<file path="src/rtl/seg7_pkg.sv">
// rtl/seg7_pkg.sv - shared 7-segment constants, hex table and decode result type
package seg7_pkg;

  localparam logic [6:0] SEG_BLANK = 7'b1111111;

  // Active-low {CA..CG} pattern for each hex digit, indexed by nibble value
  localparam logic [6:0] HEX_TABLE [16] = '{
    7'b0000001, 7'b1001111, 7'b0010010, 7'b0000110,
    7'b1001100, 7'b0100100, 7'b0100000, 7'b0001111,
    7'b0000000, 7'b0000100, 7'b0001000, 7'b1100000,
    7'b0110001, 7'b1000010, 7'b0110000, 7'b0111000
  };

  typedef struct packed {
    logic [3:0] nibble;
    logic       blank;
    logic       unknown;
  } seg_dec_t;

endpackage

</file>
<file path="src/rtl/seg7_decode.sv">
// rtl/seg7_decode.sv - combinational active-low segment pattern to hex nibble decoder
module seg7_decode
  import seg7_pkg::*;
(
  input  logic [6:0] seg_i,
  output seg_dec_t   dec_o
);

  always_comb begin
    dec_o = '0;
    if (seg_i == SEG_BLANK) begin
      dec_o.blank = 1'b1;
    end else begin
      dec_o.unknown = 1'b1;
      for (int i = 0; i < 16; i++) begin
        if (seg_i == HEX_TABLE[i]) begin
          dec_o.nibble  = 4'(i);
          dec_o.unknown = 1'b0;
        end
      end
    end
  end

endmodule

</file>
<file path="src/rtl/seg7_scan_capture.sv">
// rtl/seg7_scan_capture.sv - rebuilds the eight displayed hex digits from a scanned 7-segment bus
module seg7_scan_capture
  import seg7_pkg::*;
#(
  parameter int STABLE_CYCLES = 16,
  parameter int CNT_W         = 8
) (
  input  logic        CLK100,
  input  logic        resetn,
  input  logic [7:0]  an_i,
  input  logic [6:0]  seg_i,
  output logic [31:0] value_o,
  output logic [7:0]  blank_o,
  output logic [7:0]  unknown_o,
  output logic        frame_valid_o,
  output logic        an_err_o
);

  localparam logic [CNT_W-1:0] STAB_MAX  = CNT_W'(STABLE_CYCLES);
  localparam logic [CNT_W-1:0] STAB_LAST = CNT_W'(STABLE_CYCLES - 1);

  logic [7:0]       an_s1_q, an_s1_d, an_s2_q, an_s2_d;
  logic [6:0]       seg_s1_q, seg_s1_d, seg_s2_q, seg_s2_d;
  logic [14:0]      prev_q, prev_d;
  logic [CNT_W-1:0] stab_cnt_q, stab_cnt_d;
  logic             armed_q, armed_d;
  logic [7:0]       got_q, got_d;
  logic [31:0]      sh_nib_q, sh_nib_d;
  logic [7:0]       sh_blank_q, sh_blank_d, sh_unk_q, sh_unk_d;
  logic [31:0]      value_q, value_d;
  logic [7:0]       blank_q, blank_d, unknown_q, unknown_d;
  logic             frame_valid_q, frame_valid_d;
  logic             an_err_q, an_err_d;

  logic [14:0]      sample;
  logic             fire;
  logic [3:0]       low_cnt;
  logic [2:0]       an_idx;
  seg_dec_t         dec;

  seg7_decode u_decode (
    .seg_i (seg_s2_q),
    .dec_o (dec)
  );

  always_comb begin
    an_s1_d    = an_i;
    seg_s1_d   = seg_i;
    an_s2_d    = an_s1_q;
    seg_s2_d   = seg_s1_q;
    sample     = {an_s2_q, seg_s2_q};
    prev_d     = sample;
    stab_cnt_d = stab_cnt_q;
    armed_d    = armed_q;
    fire       = 1'b0;

    // One capture per dwell: armed drops on capture and only a change re-arms it
    if (sample != prev_q) begin
      stab_cnt_d = '0;
      armed_d    = 1'b1;
    end else begin
      if (stab_cnt_q != STAB_MAX) stab_cnt_d = stab_cnt_q + CNT_W'(1);
      if (armed_q && stab_cnt_q == STAB_LAST) begin
        fire    = 1'b1;
        armed_d = 1'b0;
      end
    end

    low_cnt = '0;
    an_idx  = '0;
    for (int i = 0; i < 8; i++) begin
      if (!an_s2_q[i]) begin
        low_cnt = low_cnt + 4'd1;
        an_idx  = 3'(i);
      end
    end

    got_d         = got_q;
    sh_nib_d      = sh_nib_q;
    sh_blank_d    = sh_blank_q;
    sh_unk_d      = sh_unk_q;
    value_d       = value_q;
    blank_d       = blank_q;
    unknown_d     = unknown_q;
    frame_valid_d = 1'b0;
    an_err_d      = an_err_q;

    // Publish first so a same-cycle capture lands in the freshly cleared frame
    if (got_q == 8'hFF) begin
      value_d       = sh_nib_q;
      blank_d       = sh_blank_q;
      unknown_d     = sh_unk_q;
      frame_valid_d = 1'b1;
      got_d         = '0;
    end

    if (fire && low_cnt == 4'd1) begin
      got_d[an_idx]                 = 1'b1;
      sh_nib_d[{an_idx, 2'b00} +: 4] = dec.nibble;
      sh_blank_d[an_idx]            = dec.blank;
      sh_unk_d[an_idx]              = dec.unknown;
    end else if (fire && low_cnt > 4'd1) begin
      an_err_d = 1'b1;
    end
  end

  always_ff @(posedge CLK100) begin
    if (!resetn) begin
      an_s1_q       <= '1;
      an_s2_q       <= '1;
      seg_s1_q      <= '1;
      seg_s2_q      <= '1;
      prev_q        <= '1;
      stab_cnt_q    <= '0;
      armed_q       <= 1'b1;
      got_q         <= '0;
      sh_nib_q      <= '0;
      sh_blank_q    <= '0;
      sh_unk_q      <= '0;
      value_q       <= '0;
      blank_q       <= 8'hFF;
      unknown_q     <= '0;
      frame_valid_q <= 1'b0;
      an_err_q      <= 1'b0;
    end else begin
      an_s1_q       <= an_s1_d;
      an_s2_q       <= an_s2_d;
      seg_s1_q      <= seg_s1_d;
      seg_s2_q      <= seg_s2_d;
      prev_q        <= prev_d;
      stab_cnt_q    <= stab_cnt_d;
      armed_q       <= armed_d;
      got_q         <= got_d;
      sh_nib_q      <= sh_nib_d;
      sh_blank_q    <= sh_blank_d;
      sh_unk_q      <= sh_unk_d;
      value_q       <= value_d;
      blank_q       <= blank_d;
      unknown_q     <= unknown_d;
      frame_valid_q <= frame_valid_d;
      an_err_q      <= an_err_d;
    end
  end

  assign value_o       = value_q;
  assign blank_o       = blank_q;
  assign unknown_o     = unknown_q;
  assign frame_valid_o = frame_valid_q;
  assign an_err_o      = an_err_q;

endmodule

</file>
<file path="config.mk">
export PLATFORM = sky130hd
export DESIGN_NAME = seg7_scan_capture
export DESIGN_NICKNAME = d
export VERILOG_FILES = /design/src/rtl/seg7_pkg.sv /design/src/rtl/seg7_decode.sv /design/src/rtl/seg7_scan_capture.sv
export SDC_FILE = /design/constraint.sdc
export NUM_CORES = 1
export LEC_CHECK = 0
export ABC_AREA = 1
export CAP_MARGIN = 10
export CORE_ASPECT_RATIO = 0.8
export CORE_MARGIN = 8
export CORE_UTILIZATION = 37
export DETAILED_ROUTE_END_ITERATION = 16
export PLACE_DENSITY = 0.62
export SYNTH_ARGS = -nofsm -noshare
export SYNTH_HDL_FRONTEND = slang
export SYNTH_SLANG_ARGS = --single-unit
export TNS_END_PERCENT = 5
</file>
<file path="constraint.sdc">
create_clock -name CLK100 -period 3.91 [get_ports CLK100]
set_input_delay 0.782 -clock CLK100 [delete_from_list [all_inputs] [get_ports CLK100]]
set_output_delay 0.782 -clock CLK100 [all_outputs]
set_load 0.02 [all_outputs]
</file>
==> metrics.txt <==
Die ar. 23500 µm²; CTS clk-pin slew, worst paths 0.06 ns; routed wire length per instance 12.6 µm; TritonCTS clock tree built; synth warn 0; row count 45; Async S/R FF share, synth 0; clock network power share 0.463; fmax 0.273 GHz; largest net degree at the start of global routing 60; initial antenna violation count 0; vias per std cell 4.66; area of the core 18700 µm²; die outline width 169 µm; Power Density 412 nW/µm²; final routed DRC violation total 0; chip height 139 µm; Setup crit end kind register; Final ANT Viol Nets 0; Max-Cap Viols 0; Peak VDD IR 258 µV; initial DRC count 456; Pins Over Slew Limit 0; vias in the first global route 5544; sequential share of power 0.465; GPL Wtd Cong 0.847; EDFF count, synth 0; Initial Util 0.372; slew margin rel. 0.365; Worst setup SP type register; fraction of layout cells with a size suffix above 1 0.145; Slowest cell on crit path dfxtp_2; combinational power share 0.072; Tot GR Track Use 0.141; Hold-fix buffers, CTS 0; Nets 1041; first-pass GRT wire length 27200 µm; Avg Inst Size Synth 7.38 µm²; Seq/Total Area, Yosys 0.460; Syn Nets 972; worst skew pair latency 0.43 ns; crit share post-route 0.935; Critical Path RT 4.22 ns; clock sink total 160; Sw Pwr 0.000869 W; Final min period 3.66 ns; Final HPWL DP 11600 µm; First-pass DRT Iterations 5; Synth Cell Area 6960 µm²; worst-path fanout max 6; static leakage 3.51 nW; CP max stage delay 0.33 ns; Vias 5977; GRT overflow 0; run status complete, no violations; Hold WC Path Type reg -> reg; # diodes 0; fill count 1928; WP data arrival 3.97 ns; H-tree level count 4; Worst-Margin Slew 0.945 ns; Sw Share 0.243; Max Buffers Root-to-Sink 2; Cell Count, Final, Fillers Out 1283; Final Skew 0.0118 ns; setup_tns 0 ns; Yosys reg bits 160; Setup violations, final 0; Port Buffers 66; Pint 0.00271 W; unrepaired setup endpoints after global routing no; CTS Root Cell clkbuf_16; Inserted Clock Buffers 17; Area Growth Syn to Fin 25.0%; predominant post-synthesis flop cell dfxtp_1; Syn Inst Count 943; final hold violation count 0; IO Pins 67; Yosys cell types 36; Cells after DPL 1246; Setup CP Type reg -> reg; final WL 16200 µm
critical path, delay by kind of cell (launching register included):
kind                     cells  cell delay (ns)
AND/OR/NAND/NOR             17             1.50
adder cells (fa/ha/maj)      4             1.01
buffers and inverters        6             0.56
flip-flops                   1             0.33
AO/OA/AOI/OAI                1             0.14
Yosys cell counts (all sizes together) (4+ instances only):
library cell / count / area (µm²)
o21ai: 30 / 150
nor4: 11 / 68.8
clkbuf: 29 / 109
nand4: 13 / 81.3
or2: 35 / 219
inv: 103 / 389
ha: 12 / 150
xor2: 7 / 80.1
xnor2: 12 / 105
dfxtp: 160 / 3200
nand3: 71 / 400
a21oi: 83 / 415
nand2: 257 / 1040
o211ai: 4 / 30.0
nor2: 89 / 344
buf: 9 / 61.3
nor3: 13 / 70.1
placed cells by master, fill, tap and decap left out, types with 2 or more instances in the layout:
cell type,Yosys,final
a21oi_1,83,83
buf_4,2,18
bufinv_16,0,2
clkbuf_16,0,19
clkdlybuf4s50_1,0,65
clkinvlp_4,0,6
dfxtp_1,160,158
dfxtp_2,0,2
ha_1,12,9
ha_4,0,3
inv_1,93,90
inv_2,9,9
inv_4,1,4
inv_6,0,4
nand2_1,240,231
nand2_2,10,16
nand2_4,7,9
nand3_1,62,61
nand3_2,9,10
nand4_1,13,13
nor2_1,87,86
nor2_4,1,3
nor3_1,12,12
nor4_1,11,11
o211ai_1,4,4
o21ai_0,23,22
o21ai_1,7,6
o21ai_2,0,2
or2_2,34,33
xnor2_1,12,12
xor2_1,6,6
cell families (layout without fill, tap and decap cells):
kind of cell,Yosys count,after routing,share of synthesized area
AO/OA/AOI/OAI,120,120,0.0888
AND/OR/NAND/NOR,491,491,0.322
flip-flops,160,160,0.460
XOR/XNOR,19,19,0.0266
adder cells (fa/ha/maj),12,12,0.0216
buffers and inverters,141,223,0.0804
sequential cells by signal, summed over array words and instances, names as in the netlist:
register,cells
an_err_o,1
an_s1_q,8
an_s2_q,8
armed_q,1
blank_o,8
frame_valid_o,1
got_q,8
prev_q,15
seg_s1_q,7
seg_s2_q,7
sh_blank_q,8
sh_nib_q,32
sh_unk_q,8
stab_cnt_q,8
unknown_o,8
value_o,32
worst paths after layout:
check	from	endpoint	slack (ns)	cells past startpoint
min	seg_s1_q[4]	seg_s2_q[4]	0.41	1
min reg2reg	seg_s1_q[4]	seg_s2_q[4]	0.41	1
max	an_s2_q[0]	sh_blank_q[4]	0.25	28
max reg2reg	an_s2_q[0]	sh_blank_q[4]	0.25	28
power by group through the flow:
stage	clock network, W	logic (W)	registers, W
after global placement	0	0.000236	0.00170
after global routing	0.00177	0.000290	0.00167
after floorplan	0	0.000181	0.00169
final	0.00166	0.000256	0.00167
after detailed placement	0	0.000236	0.00170
after CTS	0.00169	0.000239	0.00166
stage by stage:
step	setup slack, ns	power (W)	instance area, µm²	hold slack, ns	utilization
after floorplan	0.187	0.00187	6960	0.393	-
after global placement	0.0703	0.00194	7910	0.395	0.423
after detailed placement	0.00848	0.00194	7910	0.398	0.423
after CTS	0.0709	0.00359	8510	0.413	0.455
after global routing	0.0139	0.00372	8700	0.426	0.465
final	0.252	0.00358	8700	0.413	0.465
final cells by class:
type | count | area (µm²) | area share
multi-input combinational | 642 | 3310 | 0.380
sequential | 160 | 3210 | 0.369
timing repair buffer | 88 | 872 | 0.100
clock buffer | 19 | 443 | 0.0509
inverter | 103 | 397 | 0.0456
tap | 258 | 323 | 0.0371
clock inverter | 13 | 151 | 0.0174
routing by layer:
metal / global-route usage / wire length [µm]
met1: 0.205 / 8500
met2: 0.201 / 6620
met3: 0.0350 / 920
met4: 0.0437 / 187
met5: 0 / 0
what timing repair did:
item	in CTS	in global routing
pin swaps	1	13
setup endpoints to repair	14	56
setup buffers	0	3
cloned	0	2
gates resized for setup	2	30
Power figures use the tool's default switching activity.
